==> src/rtl/uart_tester_pkg.sv <==
// Shared types and default sizing for the FPGA tester's UART-side blocks.
package uart_tester_pkg;

  typedef logic [7:0] byte_t;

  typedef enum logic {
    ARB_IDLE = 1'b0,
    ARB_OWN  = 1'b1
  } arb_state_t;

  localparam int UART_ARB_NREQ      = 2;
  localparam int UART_ARB_MAX_BURST = 16;

endpackage

==> src/rtl/uart_tx_arb_rr_pick.sv <==
// Rotate-priority selector: first requester at or after ptr_i (mod N) wins.
module rr_pick #(
  parameter int N  = 2,
  parameter int IW = (N > 1) ? $clog2(N) : 1
) (
  input  logic [N-1:0]  req_i,
  input  logic [IW-1:0] ptr_i,
  output logic [N-1:0]  onehot_o,
  output logic [IW-1:0] idx_o,
  output logic          any_o
);

  logic [IW-1:0] cand;

  always_comb begin
    // NOTE: every output gets a default before the loop so no path leaves a
    // value unassigned, which would otherwise infer a latch.
    onehot_o = '0;
    idx_o    = '0;
    any_o    = 1'b0;
    cand     = '0;
    for (int k = 0; k < N; k++) begin
      cand = IW'((int'(ptr_i) + k) % N);
      if (!any_o && req_i[cand]) begin
        any_o          = 1'b1;
        onehot_o[cand] = 1'b1;
        idx_o          = cand;
      end
    end
  end

endmodule

==> src/rtl/uart_tx_arb.sv <==
// Packet-level round-robin arbiter sharing one UART TX byte interface
// between NREQ byte-stream requesters.
module uart_tx_arb
  import uart_tester_pkg::*;
#(
  parameter int NREQ      = UART_ARB_NREQ,
  parameter int MAX_BURST = UART_ARB_MAX_BURST
) (
  input  logic              clk,
  input  logic              rst_n,
  input  logic [NREQ-1:0]   req_valid,
  input  logic [8*NREQ-1:0] req_data,
  input  logic [NREQ-1:0]   req_last,
  output logic [NREQ-1:0]   req_ready,
  output logic              tx_valid,
  output logic [7:0]        tx_data,
  input  logic              tx_ready,
  output logic [NREQ-1:0]   grant,
  output logic              busy
);

  localparam int IW = (NREQ > 1) ? $clog2(NREQ) : 1;
  localparam int CW = $clog2(MAX_BURST + 1);

  arb_state_t      state_q;
  logic [NREQ-1:0] grant_q;
  logic            busy_q;
  logic [IW-1:0]   owner_q;
  logic [IW-1:0]   rr_ptr_q;
  logic [IW-1:0]   rr_ptr_d;
  logic [CW-1:0]   beat_cnt_q;

  logic [NREQ-1:0] pick_onehot;
  logic [IW-1:0]   pick_idx;
  logic            pick_any;

  byte_t           req_bytes [NREQ];
  logic            owning;
  logic            own_valid;
  logic            beat;
  logic            release_beat;

  rr_pick #(.N(NREQ), .IW(IW)) u_pick (
    .req_i    (req_valid),
    .ptr_i    (rr_ptr_q),
    .onehot_o (pick_onehot),
    .idx_o    (pick_idx),
    .any_o    (pick_any)
  );

  always_comb begin
    for (int i = 0; i < NREQ; i++) req_bytes[i] = req_data[8*i +: 8];
  end

  assign owning    = (state_q == ARB_OWN);
  assign own_valid = req_valid[owner_q];
  assign beat      = owning && own_valid && tx_ready;
  // The burst cap releases on the MAX_BURST-th beat, so beat_cnt never wraps.
  assign release_beat = beat && (req_last[owner_q] || (beat_cnt_q == CW'(MAX_BURST - 1)));
  assign rr_ptr_d  = (owner_q == IW'(NREQ - 1)) ? '0 : owner_q + 1'b1;

  assign tx_valid  = owning && own_valid;
  assign tx_data   = owning ? req_bytes[owner_q] : '0;
  assign req_ready = grant_q & {NREQ{tx_ready}};
  assign grant     = grant_q;
  assign busy      = busy_q;

  // NOTE: all state here is sequential and uses non-blocking assignments so
  // every register samples pre-edge values regardless of statement order.
  always_ff @(posedge clk) begin
    if (!rst_n) begin
      state_q    <= ARB_IDLE;
      grant_q    <= '0;
      busy_q     <= 1'b0;
      owner_q    <= '0;
      rr_ptr_q   <= '0;
      beat_cnt_q <= '0;
    end else begin
      case (state_q)
        ARB_IDLE: begin
          if (pick_any) begin
            state_q    <= ARB_OWN;
            grant_q    <= pick_onehot;
            busy_q     <= 1'b1;
            owner_q    <= pick_idx;
            beat_cnt_q <= '0;
          end
        end
        ARB_OWN: begin
          // Release always passes through IDLE, giving one dead cycle between grants.
          if (release_beat) begin
            state_q    <= ARB_IDLE;
            grant_q    <= '0;
            busy_q     <= 1'b0;
            rr_ptr_q   <= rr_ptr_d;
            beat_cnt_q <= '0;
          end else if (beat) begin
            beat_cnt_q <= beat_cnt_q + 1'b1;
          end
        end
        default: state_q <= ARB_IDLE;
      endcase
    end
  end

endmodule

==> config.mk <==
export PLATFORM = sky130hd
export DESIGN_NAME = uart_tx_arb
export DESIGN_NICKNAME = d
export VERILOG_FILES = /design/src/rtl/uart_tester_pkg.sv /design/src/rtl/uart_tx_arb_rr_pick.sv /design/src/rtl/uart_tx_arb.sv
export SDC_FILE = /design/constraint.sdc
export NUM_CORES = 1
export LEC_CHECK = 0
export ABC_CLOCK_PERIOD_IN_PS = 2300
export CORE_MARGIN = 4
export CORE_UTILIZATION = 37
export CTS_CLUSTER_SIZE = 14
export DETAILED_ROUTE_END_ITERATION = 8
export PLACE_DENSITY_LB_ADDON = 0.08
export SLEW_MARGIN = 10
export SYNTH_ARGS = -nofsm -noshare
export SYNTH_HDL_FRONTEND = slang
export SYNTH_SLANG_ARGS = --single-unit
==> constraint.sdc <==
create_clock -name clk -period 2.3 [get_ports clk]
set_clock_uncertainty 0.05 [all_clocks]
set_input_delay 0.46 -clock clk [delete_from_list [all_inputs] [get_ports clk]]
set_output_delay 0.46 -clock clk [all_outputs]
set_load 0.02 [all_outputs]
Word level (Yosys, flattened, before mapping)
Index checks and enable logic that the tools add are counted.
{ "totals": {"ff_bits": 11, "out_inout_bits": 14, "wordCells": 71} }
{ "classes": {"addsub": 3, "magnitude_cmp": 6, "eq_ne": 4, "muxes": 36, "bitwise_logic": 4, "reduce_logical": 12} }
{ "ops": {"columns": ["operator", "count"], "rows": [
  ["two-way mux 8 bit", 4],
  ["two-way mux 1 bit", 19],
  ["two-way mux 5 bit", 3],
  ["one-hot mux 5 bit (2 select lines)", 1],
  ["two-way mux 2 bit", 4],
  ["AND reduction 2 bit", 4],
  ["logical AND 1 bit", 6],
  ["less-than comparator 1 x 2 -> 1 bit, second input constant", 3],
  ["adder 5 x 1 -> 5 bit, second input constant", 1],
  ["== test 5 x 4 -> 1 bit, second input constant", 1],
  ["one-hot mux 1 bit (2 select lines)", 2],
  ["one-hot mux 2 bit (2 select lines)", 1],
  ["inequality test 3 x 1 -> 1 bit, second input constant", 1],
  ["adder 1 bit, second input constant", 2],
  ["AND 2 bit", 1],
  ["demux 1 bit (select 1 bit)", 2],
  ["greater-or-equal comparator 1 bit, second input constant", 2],
  ["greater-or-equal comparator 2 bit, second input constant", 1],
  ["inequality test 2 x 1 -> 1 bit, second input constant", 1],
  ["inequality test 2 bit, second input constant", 1],
  ["NOT 1 -> 2 bit", 1],
  ["bitwise OR 2 bit", 1],
  ["zero test 1 bit", 1],
  ["logical OR 1 bit", 1],
  ["NOT 1 bit", 1]
]} }

Logic depth before layout (Yosys ltp)
{ "depth": {"ltp_word": 9, "depth_mapped": 6, "ltp_nobuf": 6} }

Modules after synthesis
From an unflattened synthesis, not the netlist that was laid out.
{ "unflattened": {"hier_cells": 83, "area_unflattened_um2": 724.4} }
{ "modules_own_cells": {"columns": ["mod", "instances", "cells_each", "area_each_um2", "seq_area_each_um2"], "rows": [
  ["uart_tx_arb", 1, 78, 691.9, 220.2],
  ["rr_pick", 1, 5, 32.5, 0.0]
]} }

Worst setup path before layout
Ideal clock, no wire load.
{ "synth_path": {"path_kind": "reg-to-reg", "startpoint": "register beat_cnt_q[0]", "endpoint": "register beat_cnt_q[3]", "arrival_ps": 1698, "setup_slack_ps": 482, "path_stages_with_launch": 7, "path_buffers": 0, "path_cell_list": "dfxtp_1 > ha_1 > and3_1 > ha_1 > or2_1 > or4_1 > a21oi_1"} }
{ "synth_between": {"elab_chain_len": 5, "word_cells_on_any_way": 9, "classes_between": "add/sub (1); eq/ne (2); mux (3); reduce/logical (3)"} }
{ "synth_rtl": {"columns": ["element", "line", "rtl"], "rows": [
  ["start, declared", "uart_tx_arb.sv:31", "logic [CW-1:0] beat_cnt_q;"],
  ["start signal, assigned", "uart_tx_arb.sv:98", "beat_cnt_q <= beat_cnt_q + 1'b1;"],
  ["parallel branches: the longest is 5 deep, another holds adder 5 x 1 -> 5 bit", null, null]
]} }
Several ways; the timed one is not identified. The select of a mux whose other input is x is not followed.
A chain may end at the register's enable or synchronous reset.

Final worst setup path
{ "layout_path": {"startpoint": "input tx_ready", "endpoint": "output req_ready[0]"} }
{ "layout_between": {"elab_chain_len": 1} }
{ "layout_rtl": {"columns": ["element", "line", "rtl"], "rows": [
  ["start, declared", "uart_tx_arb.sv:17", "input logic tx_ready,"],
  ["AND 2 bit", "uart_tx_arb.sv:64", "assign req_ready = grant_q & {NREQ{tx_ready}};"],
  ["end, declared", "uart_tx_arb.sv:14", "output logic [NREQ-1:0] req_ready,"]
]} }
Every way passes these cells.

==> summary.md <==
| Metric | Value |
|---|---|
| DRT iter0 DRCs | 7 |
| Share of layout cells above drive strength 1 | 8.730% |
| Post-route clock period utilization | 94.86% |
| Slew @ Worst Pin | 0.4542 ns |
| Final worst slack | 0.1182 ns |
| Worst IR Drop VDD | roughly 0.32 mV |
| Via count | 732 |
| Mean Syn Cell Area | 8.240 um^2 |
| CP max stage delay | 0.60 ns |
| Top Family by Delay on Critical Path | buffers and inverters |
| Syn Inst Count | 82 |
| Drt wl/cell | 12.50 um |
| Die X | 50.73 um |
| Post-Layout Cell Count | ~150 |
| Crit path DAT | between 1.5 and 2 ns |
| Total core area | approximately 0.0017 mm^2 |
| Most used cell, CP | clkdlybuf4s50_1 |
| DRC violation count after routing | 0 |
| Fmax | 0.4583 GHz |
| Flop2flop setup slack | 0.29 ns |
| Final setup fails | 0 |
| Number of global-route vias before repair | 675 |
| Final instance area | ~0.0012 mm^2 |
| Number of library cell types mapped by synthesis | 30 |
| Post-layout util | 66.74% |
| CP Data Required Time | 1.79 ns |
| First-pass GRT wire length | 3056 um |
| Clk slew on worst S/H paths | 0.07 ns |
| Initial antenna violation count | 0 |
| Final setup TNS | 0 ns |
| Port bufs | 36 |
| Hold_buf cts | 0 |
| Reg2Reg Depth | 5 |
| CP cell instances | clkdlybuf4s50_1 > and2_1 > clkdlybuf4s50_1 |
| Clk buf depth | 2 |
| YS warnings | 0 |
| RR Endpoint | beat_cnt_q[3] |
| Critical hold path startpoint | beat_cnt_q[4] |
| Slowest stage cell, crit path | clkdlybuf4s50_1 |
| Initial Utilization | 39.13% |
| Gr ovfl total | 0 |
| Overall Power | 500.3 uW |
| Antenna Nets Post-Route | 0 |
| RSZ-0062 raised after global routing | no |
| CTS resizes | 1 |
| Syn nets | 107 |
| Hold Path Sink | beat_cnt_q[4] |
| Buf/Inv on CP | 2 |
| Most frequent cells in the layout | clkdlybuf4s50_1, dfxtp_1, mux2i_1, nor2b_1 |
| Post-placement cell count | 147 |
| Layout net count | 152 |
| Max_cap viols | 0 |
| Reg2reg start | owner_q |
| Clock tree from TritonCTS | done |
| Largest net degree at the start of global routing | 11 |
| Slew margin rel. | 69.61% |
| Root Buffer | clkbuf_4 |
| Ant diodes | 0 |
| Placer Congestion | around 0.8 |
| Hold crit path type | register to register |
| Pre-CTS worst setup slack | 0.009745 ns |
| # IOs | 37 |
| Setup CP Type | input port to primary output |
| Clk_lat worst skew | 0.27 ns |
| Critical Path Fanout Max | 3 |
| DP Area | 0.001107 mm^2 |
| Worst hold slack | between 0.4 and 0.5 ns |
| Vias per std cell | a little under 5 |
| Lkg Pwr | 0.5292 nW |
| GRT Total Usage | between 10% and 20% |
| Die Area | 0.002574 mm^2 |
| Post-CTS setup buffer count | 0 |
| Commonest non-fill, non-tap cell in the layout | clkdlybuf4s50_1 |
| Layout overhead on the synthesized area | 70.56% |
| Post-synthesis sequential area ratio | 32.59% |
| WHS Path Cells | 2 |
| # rows | 15 |
| Hold Fails Final Rpt | 0 |
| FF+latch count, synth | 11 |
| WL final | 1888 um |
| Synthesized cell area | 675.6 um^2 |
| Htree depth | 1 |
| Clock Sinks | 11 |
| Slew Limit Fails | 0 |
| Pwr dens | about 430 mW/mm^2 |
| CP startpoint kind | input port |
| CP Capture Type | primary output |
| Tmin final | between 2 and 2.5 ns |
| Die height | 50.73 um |
| Inserted Clock Buffers | 3 |
| DP HPWL | around 1500 um |
| Status | finished clean |
| Drt first pass iters | 4 |
[flip-flops by register name, summed over array words and instances (netlist names)]
register / flops
beat_cnt_q: 5
grant: 2
busy: 1
owner_q: 1
owning: 1
rr_ptr_q: 1
[where the power goes]
group | switching [mW] | internal, mW
sequential | 0.00513 | 0.198
clock | 0.0686 | 0.0672
combinational | 0.0713 | 0.0902
total | 0.145 | 0.355
[Yosys cell counts, drive strengths merged]
cell type   n  share of area, %
a211oi      1               1.1
a21oi       8               5.9
a2bb2oi     1               1.3
a31oi       1              0.93
and2        2               1.9
and3        1              0.93
buf         2               1.3
clkbuf      1              0.56
dfxtp      11                33
ha          2               3.7
inv         2               1.1
mux2        1               1.7
mux2i       9                13
nand2       6               3.3
nand2b      1              0.93
nand3       6               4.4
nand3b      2               2.2
nand4       1              0.93
nand4b      2               2.6
nor2        3               1.7
nor2b       9               8.3
nor3        2               1.5
o211ai      1               1.1
o21ai       1              0.74
o21bai      1               1.1
o22ai       1              0.93
or2         2               1.9
or3         1              0.93
or4         1               1.1
[logic make-up (layout without fill, tap and decap cells)]
kind of cell | Yosys count | count (layout) | share of synthesized area [%]
simple gates | 39 | 39 | 32.59
compound gates | 15 | 15 | 13.15
flops | 11 | 11 | 32.59
mux | 10 | 10 | 15.00
buf+inv | 5 | 49 | 2.962
fa+ha+maj | 2 | 2 | 3.703
[routing by layer]
metal	wire [um]	vias up	GRT usage (%)
li1	-	386	-
met1	828	324	19.39
met2	946	20	26.30
met3	106	2	5.935
met4	6	0	2.691
met5	0	-	0
[layout make-up]
type / instances / area [um^2]
well taps: 25 / 31.28
fillers: 149 / 574.3
flip-flops and latches: 11 / 220.2
inverters: 2 / 7.507
clock buffers: 4 / 26.28
repair buffers: 43 / 431.7
multi-input cells: 66 / 435.4
[how the worst max path moves through the flow]
stage / startpoint / cells after the start / endpoint
finish: tx_ready / 3 / req_ready[0]
global route: tx_ready / 3 / req_ready[0]
CTS: req_valid[1] / 4 / tx_valid
detailed placement: req_valid[1] / 4 / tx_valid
global placement: req_valid[1] / 4 / tx_valid
floorplan: beat_cnt_q[0] / 6 / beat_cnt_q[3]
[tightest hold or removal path, stage by stage (launching register included)]
cell     delay, ns
dfxtp_1       0.31
nand3_1       0.06
a21oi_1       0.05
Note: power is estimated with default switching activity, not from simulation.
